[config.mk]
export PLATFORM = sky130hd
export DESIGN_NAME = constant_fetch_sequencer_flat
export DESIGN_NICKNAME = d
export VERILOG_FILES = /design/src/rtl/constant_fetch_sequencer_if.sv /design/src/rtl/constant_fetch_sequencer.sv /design/src/flat_wrapper.sv
export SDC_FILE = /design/constraint.sdc
export NUM_CORES = 1
export LEC_CHECK = 0
export ABC_AREA = 1
export BUFFER_PORTS_ARGS = -buffer_cell sky130_fd_sc_hd__buf_2
export CAP_MARGIN = 20
export CORE_MARGIN = 5
export CORE_UTILIZATION = 40
export CTS_CLUSTER_DIAMETER = 40
export DETAILED_ROUTE_END_ITERATION = 8
export PLACE_DENSITY = 0.69
export SLEW_MARGIN = 20
export SYNTH_ARGS = -nofsm -noshare
export SYNTH_HDL_FRONTEND = slang
export SYNTH_SLANG_ARGS = --single-unit
[constraint.sdc]
create_clock -name clk -period 1.2 [get_ports clk]
set_input_delay 0.12 -clock clk [delete_from_list [all_inputs] [get_ports clk]]
set_output_delay 0.12 -clock clk [all_outputs]
set_load 0.02 [all_outputs]
[src/rtl/constant_fetch_sequencer_if.sv]
// Program-fetch bus between the constant fetch sequencer and its memory/decode neighbours.
// Signal names match the original flat port list.
interface constant_fetch_sequencer_if;
  logic [7:0]  MemData;
  logic        stall;
  logic        jump_en;
  logic [15:0] JumpAddr;
  logic [15:0] ProgAddr;
  logic        load_lo;
  logic        load_hi;
  logic [7:0]  Instr;
  logic [1:0]  ConstCount;
  logic        instr_valid;
  logic        busy;

  modport master (
    input  MemData, stall, jump_en, JumpAddr,
    output ProgAddr, load_lo, load_hi, Instr, ConstCount, instr_valid, busy
  );

  modport slave (
    output MemData, stall, jump_en, JumpAddr,
    input  ProgAddr, load_lo, load_hi, Instr, ConstCount, instr_valid, busy
  );
endinterface

[src/rtl/constant_fetch_sequencer.sv]
// Walks program memory: captures an opcode, then strobes the low/high constant
// registers for the 0-2 constant bytes that follow it.
module constant_fetch_sequencer #(
  parameter logic [15:0] RESET_VECTOR = 16'h0000
) (
  input  logic                          clk,
  input  logic                          reset_n,
  constant_fetch_sequencer_if.master    bus
);

  localparam logic [1:0] ST_FETCH_OP = 2'd0;
  localparam logic [1:0] ST_CONST_LO = 2'd1;
  localparam logic [1:0] ST_CONST_HI = 2'd2;

  logic [15:0] r_pc;
  logic [1:0]  r_state;
  logic [7:0]  r_instr;
  logic [1:0]  r_cnt;
  logic        r_valid;

  logic [1:0]  w_decode;
  logic [1:0]  w_state_nxt;
  logic        w_valid_nxt;

  always_comb begin
    case (bus.MemData[7:6])
      2'b01:   w_decode = 2'd1;
      2'b10:   w_decode = 2'd2;
      default: w_decode = 2'd0;
    endcase
  end

  always_comb begin
    w_state_nxt = r_state;
    w_valid_nxt = 1'b0;
    case (r_state)
      ST_FETCH_OP: begin
        if (w_decode != 2'd0) w_state_nxt = ST_CONST_LO;
        else                  w_valid_nxt = 1'b1;
      end
      ST_CONST_LO: begin
        if (r_cnt == 2'd2) begin
          w_state_nxt = ST_CONST_HI;
        end else begin
          w_state_nxt = ST_FETCH_OP;
          w_valid_nxt = 1'b1;
        end
      end
      ST_CONST_HI: begin
        w_state_nxt = ST_FETCH_OP;
        w_valid_nxt = 1'b1;
      end
      default: w_state_nxt = ST_FETCH_OP;
    endcase
  end

  // Jump outranks stall; a stalled edge simply leaves the completing edge for later.
  always_ff @(posedge clk or negedge reset_n) begin
    if (!reset_n) begin
      r_pc    <= RESET_VECTOR;
      r_state <= ST_FETCH_OP;
      r_instr <= 8'h00;
      r_cnt   <= 2'd0;
      r_valid <= 1'b0;
    end else if (bus.jump_en) begin
      r_pc    <= bus.JumpAddr;
      r_state <= ST_FETCH_OP;
      r_valid <= 1'b0;
    end else if (bus.stall) begin
      r_valid <= 1'b0;
    end else begin
      r_pc    <= r_pc + 16'd1;
      r_state <= w_state_nxt;
      r_valid <= w_valid_nxt;
      if (r_state == ST_FETCH_OP) begin
        r_instr <= bus.MemData;
        r_cnt   <= w_decode;
      end
    end
  end

  assign bus.ProgAddr    = r_pc;
  assign bus.load_lo     = (r_state == ST_CONST_LO) && !bus.stall && !bus.jump_en;
  assign bus.load_hi     = (r_state == ST_CONST_HI) && !bus.stall && !bus.jump_en;
  assign bus.Instr       = r_instr;
  assign bus.ConstCount  = r_cnt;
  assign bus.instr_valid = r_valid;
  assign bus.busy        = (r_state != ST_FETCH_OP);

endmodule

[src/flat_wrapper.sv]
// flat-port wrapper written by rule: the top's interface ports become plain ports
module constant_fetch_sequencer_flat 
#(
  parameter logic [15:0] RESET_VECTOR = 16'h0000
)
  (clk, reset_n, bus_MemData, bus_stall, bus_jump_en, bus_JumpAddr, bus_ProgAddr, bus_load_lo, bus_load_hi, bus_Instr, bus_ConstCount, bus_instr_valid, bus_busy);
  constant_fetch_sequencer_if bus_i ();
  input  logic clk;
  input  logic reset_n;
  input wire logic [$bits(bus_i.MemData)-1:0] bus_MemData;
  input wire logic [$bits(bus_i.stall)-1:0] bus_stall;
  input wire logic [$bits(bus_i.jump_en)-1:0] bus_jump_en;
  input wire logic [$bits(bus_i.JumpAddr)-1:0] bus_JumpAddr;
  output wire logic [$bits(bus_i.ProgAddr)-1:0] bus_ProgAddr;
  output wire logic [$bits(bus_i.load_lo)-1:0] bus_load_lo;
  output wire logic [$bits(bus_i.load_hi)-1:0] bus_load_hi;
  output wire logic [$bits(bus_i.Instr)-1:0] bus_Instr;
  output wire logic [$bits(bus_i.ConstCount)-1:0] bus_ConstCount;
  output wire logic [$bits(bus_i.instr_valid)-1:0] bus_instr_valid;
  output wire logic [$bits(bus_i.busy)-1:0] bus_busy;
  assign bus_i.MemData = bus_MemData;
  assign bus_i.stall = bus_stall;
  assign bus_i.jump_en = bus_jump_en;
  assign bus_i.JumpAddr = bus_JumpAddr;
  assign bus_ProgAddr = bus_i.ProgAddr;
  assign bus_load_lo = bus_i.load_lo;
  assign bus_load_hi = bus_i.load_hi;
  assign bus_Instr = bus_i.Instr;
  assign bus_ConstCount = bus_i.ConstCount;
  assign bus_instr_valid = bus_i.instr_valid;
  assign bus_busy = bus_i.busy;
  constant_fetch_sequencer #(.RESET_VECTOR(RESET_VECTOR)) u_core (.clk(clk), .reset_n(reset_n), .bus(bus_i));
endmodule
==> parameters.txt <==
Parameter                              Value

Global routing
  Largest net degree at the start of global routing    30
  Total GRT Usage    0.179
  Global route total overflow    0
  Antenna violations before repair    0
  Global-route wire length before repair    7.65 mm
  Via count of the first global-routing pass    1779

Critical path
  Worst r2r path cells    6
  Kind of end point of the critical path    output pin
  Required @ worst endpoint    1.08 ns
  Largest fanout of any net on the critical path    3
  Reg-to-reg critical path startpoint    u_core.bus.ProgAddr[3]
  Reg-to-reg endpoint    u_core.bus.ProgAddr[7]
  Worst setup endpoint    bus_load_hi
  Worst Setup Start Kind    flop
  Arrival @ worst endpoint    1.18 ns
  Launching instance or port of the critical path    u_core.r_state[1]
  Flop-to-flop setup slack    0.01 ns
  Kind of critical path    flop to output pin

Layout
  Post-route design area    2370 um2
  # diodes    0
  Area overhead of the layout relative to synthesis    41.5%
  Net total in the final layout    327
  Layout cell share with drive strength beyond 1    0.411
  Fill cells    385
  Most frequent cells in the layout    nand2_1 (64), buf_2 (54), inv_1 (25)
  Final Util    0.589
  Most common cell after layout, fill and taps aside    nand2_1
  Post-route non-filler standard cell count    347

STA
  Hold Vio Cnt, Final    0
  Worst-case clock skew    0.00248 ns
  Min setup slack post-route    -0.103 ns
  Setup-failing EPs final    2
  Min Clock Period, post-route    1.30 ns
  Slew at the pin closest to its max-slew limit    0.244 ns
  Hold WS    0.0560 ns
  Max Transition Viols Final    0
  Worst slew slack as a fraction of its limit    0.837
  Post-Route Setup TNS    -0.133 ns
  Fmax achieved    767 MHz
  Period utilisation layout    1.09
  Setup repair after global routing missed its margin    true

CTS
  Clock latency at the later pin of the worst-skew pair    0.28 ns
  Clock edge transition at the registers on the reported setup and hold paths    0.06 ns
  Clock net sink count    29
  Inserted Clock Buffers    5
  Max Root-Sink Buffers    2
  CTS tree    built
  H-tree levels    2
  CTS root buffer    clkbuf_8

Pwr
  Power after layout    2.91 mW
  Combinational share of power    0.291
  Static power due to leakage    1.22 nW
  P_int    1.94 mW
  Total net switching power    0.974 mW
  Switching share of power    0.334
  Power density of the placed cells    1230 nW/um2
  Portion of total power attributed to the clock network    0.287
  Share of total power in sequential cells    0.422
  Peak VDD IR    0.806 mV

Synth
  Cells after Synth    215
  Share of async-settable or async-resettable flops after synthesis    1.00
  Ranking of synthesized cells by area    dfrtp_1 (43%), nand2_1 (15%), inv_1 (6.0%), nand3_1 (5.4%), o21ai_0 (4.2%)
  Share of the synthesized area in the top cell type    0.433
  Library cells used by synthesis    28
  Syn Std Cell Area    1680 um2
  Post-synthesis average cell area    7.80 um2
  Post-Syn Nets    246
  Number of enable-type register cells in the synthesized netlist    0
  Synth warn    0
  Seq cells post-synth    29
  Synth Flop Type    dfrtp_1
  Sequential cell area fraction in the yosys report    0.433
  Post-synthesis cell type with the largest combined area    dfrtp_1

Placement
  PortBufs    57
  Placed wire-length estimate after detailed placement    3.27 mm
  Pre-CTS worst setup slack    -0.0264 ns
  Placed standard-cell area    2150 um2
  Routability congestion estimate    0.816
  Dpl cells    333

Run status
  Run status    finished with violations
  Violated checks    setup timing

Route
  Wire length per cell    12.8 um
  Drt drc    0
  Number of iterations in the first detailed-routing pass    4
  Total via count after detailed routing    1644
  WL final    4.44 mm
  Antenna violation net count after detailed routing    0
  First DRT Iteration DRCs    66
  Vias/cell    4.74

Floorplan
  Core region area    4030 um2
  Horiz. Die Dim    74.8 um
  Placement row count    23
  Number of top-level pins    58
  Initial core utilization    0.416
  DIE HEIGHT    74.8 um
  Die Area    5590 um2

Job
  Maximum capacitance violations    0

Min path
  Class of the most critical hold timing path    primary input to flop
## flip-flops by register name, indices dropped and copies added, names as in the netlist
name	flops
u_core.bus.ProgAddr	16
u_core.bus.ConstCount	2
u_core.bus.Instr	8
u_core.r_state	2
u_core.bus.instr_valid	1
## logic make-up after synthesis
| group | after synthesis | share of synthesized area |
|---|---|---|
| AOI/OAI and AO/OA | 27 | 0.0925 |
| xor gates and xnor gates | 5 | 0.0261 |
| adders and majority gates | 3 | 0.0224 |
| buffers and inverters | 33 | 0.0858 |
| DFF | 29 | 0.433 |
| muxes | 7 | 0.0537 |
| and+or+nand+nor | 111 | 0.287 |
## synthesized netlist by cell type (3+ instances only)
library cell  count
nand2_1          67
ha_1              3
nor2_2            4
a21oi_1           3
nor2_1           16
xor2_1            5
o21bai_1          3
dfrtp_1          29
o21ai_0          14
mux2_2            4
o211ai_1          3
mux2_4            3
nand3_1          18
inv_1            27
## area by class of cell
| cell class | count | area (um2) | area share |
|---|---|---|---|
| flip-flops and latches | 29 | 736 | 0.310 |
| well taps | 50 | 62.6 | 0.0263 |
| clock buffers | 8 | 90.1 | 0.0379 |
| multi-input cells | 153 | 893 | 0.376 |
| repair buffers | 79 | 488 | 0.205 |
| inverters | 28 | 105 | 0.0443 |
## critical path: stages (launching register included)
cell	delay, ns
dfrtp_1	0.42
inv_2	0.09
nor3_2	0.21
buf_4	0.18
## worst min path at each step
stage | from | endpoint | slack [ns] | cells after the start
2_1_floorplan | reset_n | u_core.bus.ConstCount[0] | -0.18 | 0
3_3_place_gp | reset_n | u_core.bus.Instr[2] | 0.08 | 2
3_5_place_dp | reset_n | u_core.bus.Instr[2] | 0.08 | 2
4_1_cts | bus_JumpAddr[14] | u_core.bus.ProgAddr[14] | 0.05 | 3
5_1_grt | bus_MemData[3] | u_core.bus.Instr[3] | 0.05 | 2
6_report | bus_JumpAddr[10] | u_core.bus.ProgAddr[10] | 0.06 | 3
## routing by layer
layer	share of wire	up-vias	track usage
met3	0.089	6	0.0654
met4	0.012	0	0.0632
li1	-	846	-
met2	0.45	49	0.286
met5	0	-	0
met1	0.45	743	0.223
## power groups by stage
stage / clock (mW) / sequential, mW / combinational, mW
6_report: 0.835 / 1.23 / 0.846
5_1_grt: 0.912 / 1.25 / 0.937
4_1_cts: 0.856 / 1.22 / 0.832
3_5_place_dp: 0 / 1.24 / 0.805
3_3_place_gp: 0 / 1.23 / 0.791
2_1_floorplan: 0 / 1.39 / 0.317
## timing repair
action,in CTS,in global routing
endpoints found under the setup margin,8,16
hold endpoints to repair,29,0
hold buffers,1,0
resized for setup,11,18
buffers inserted,3,2
pin swaps,4,5
Power figures use the tool's default switching activity.
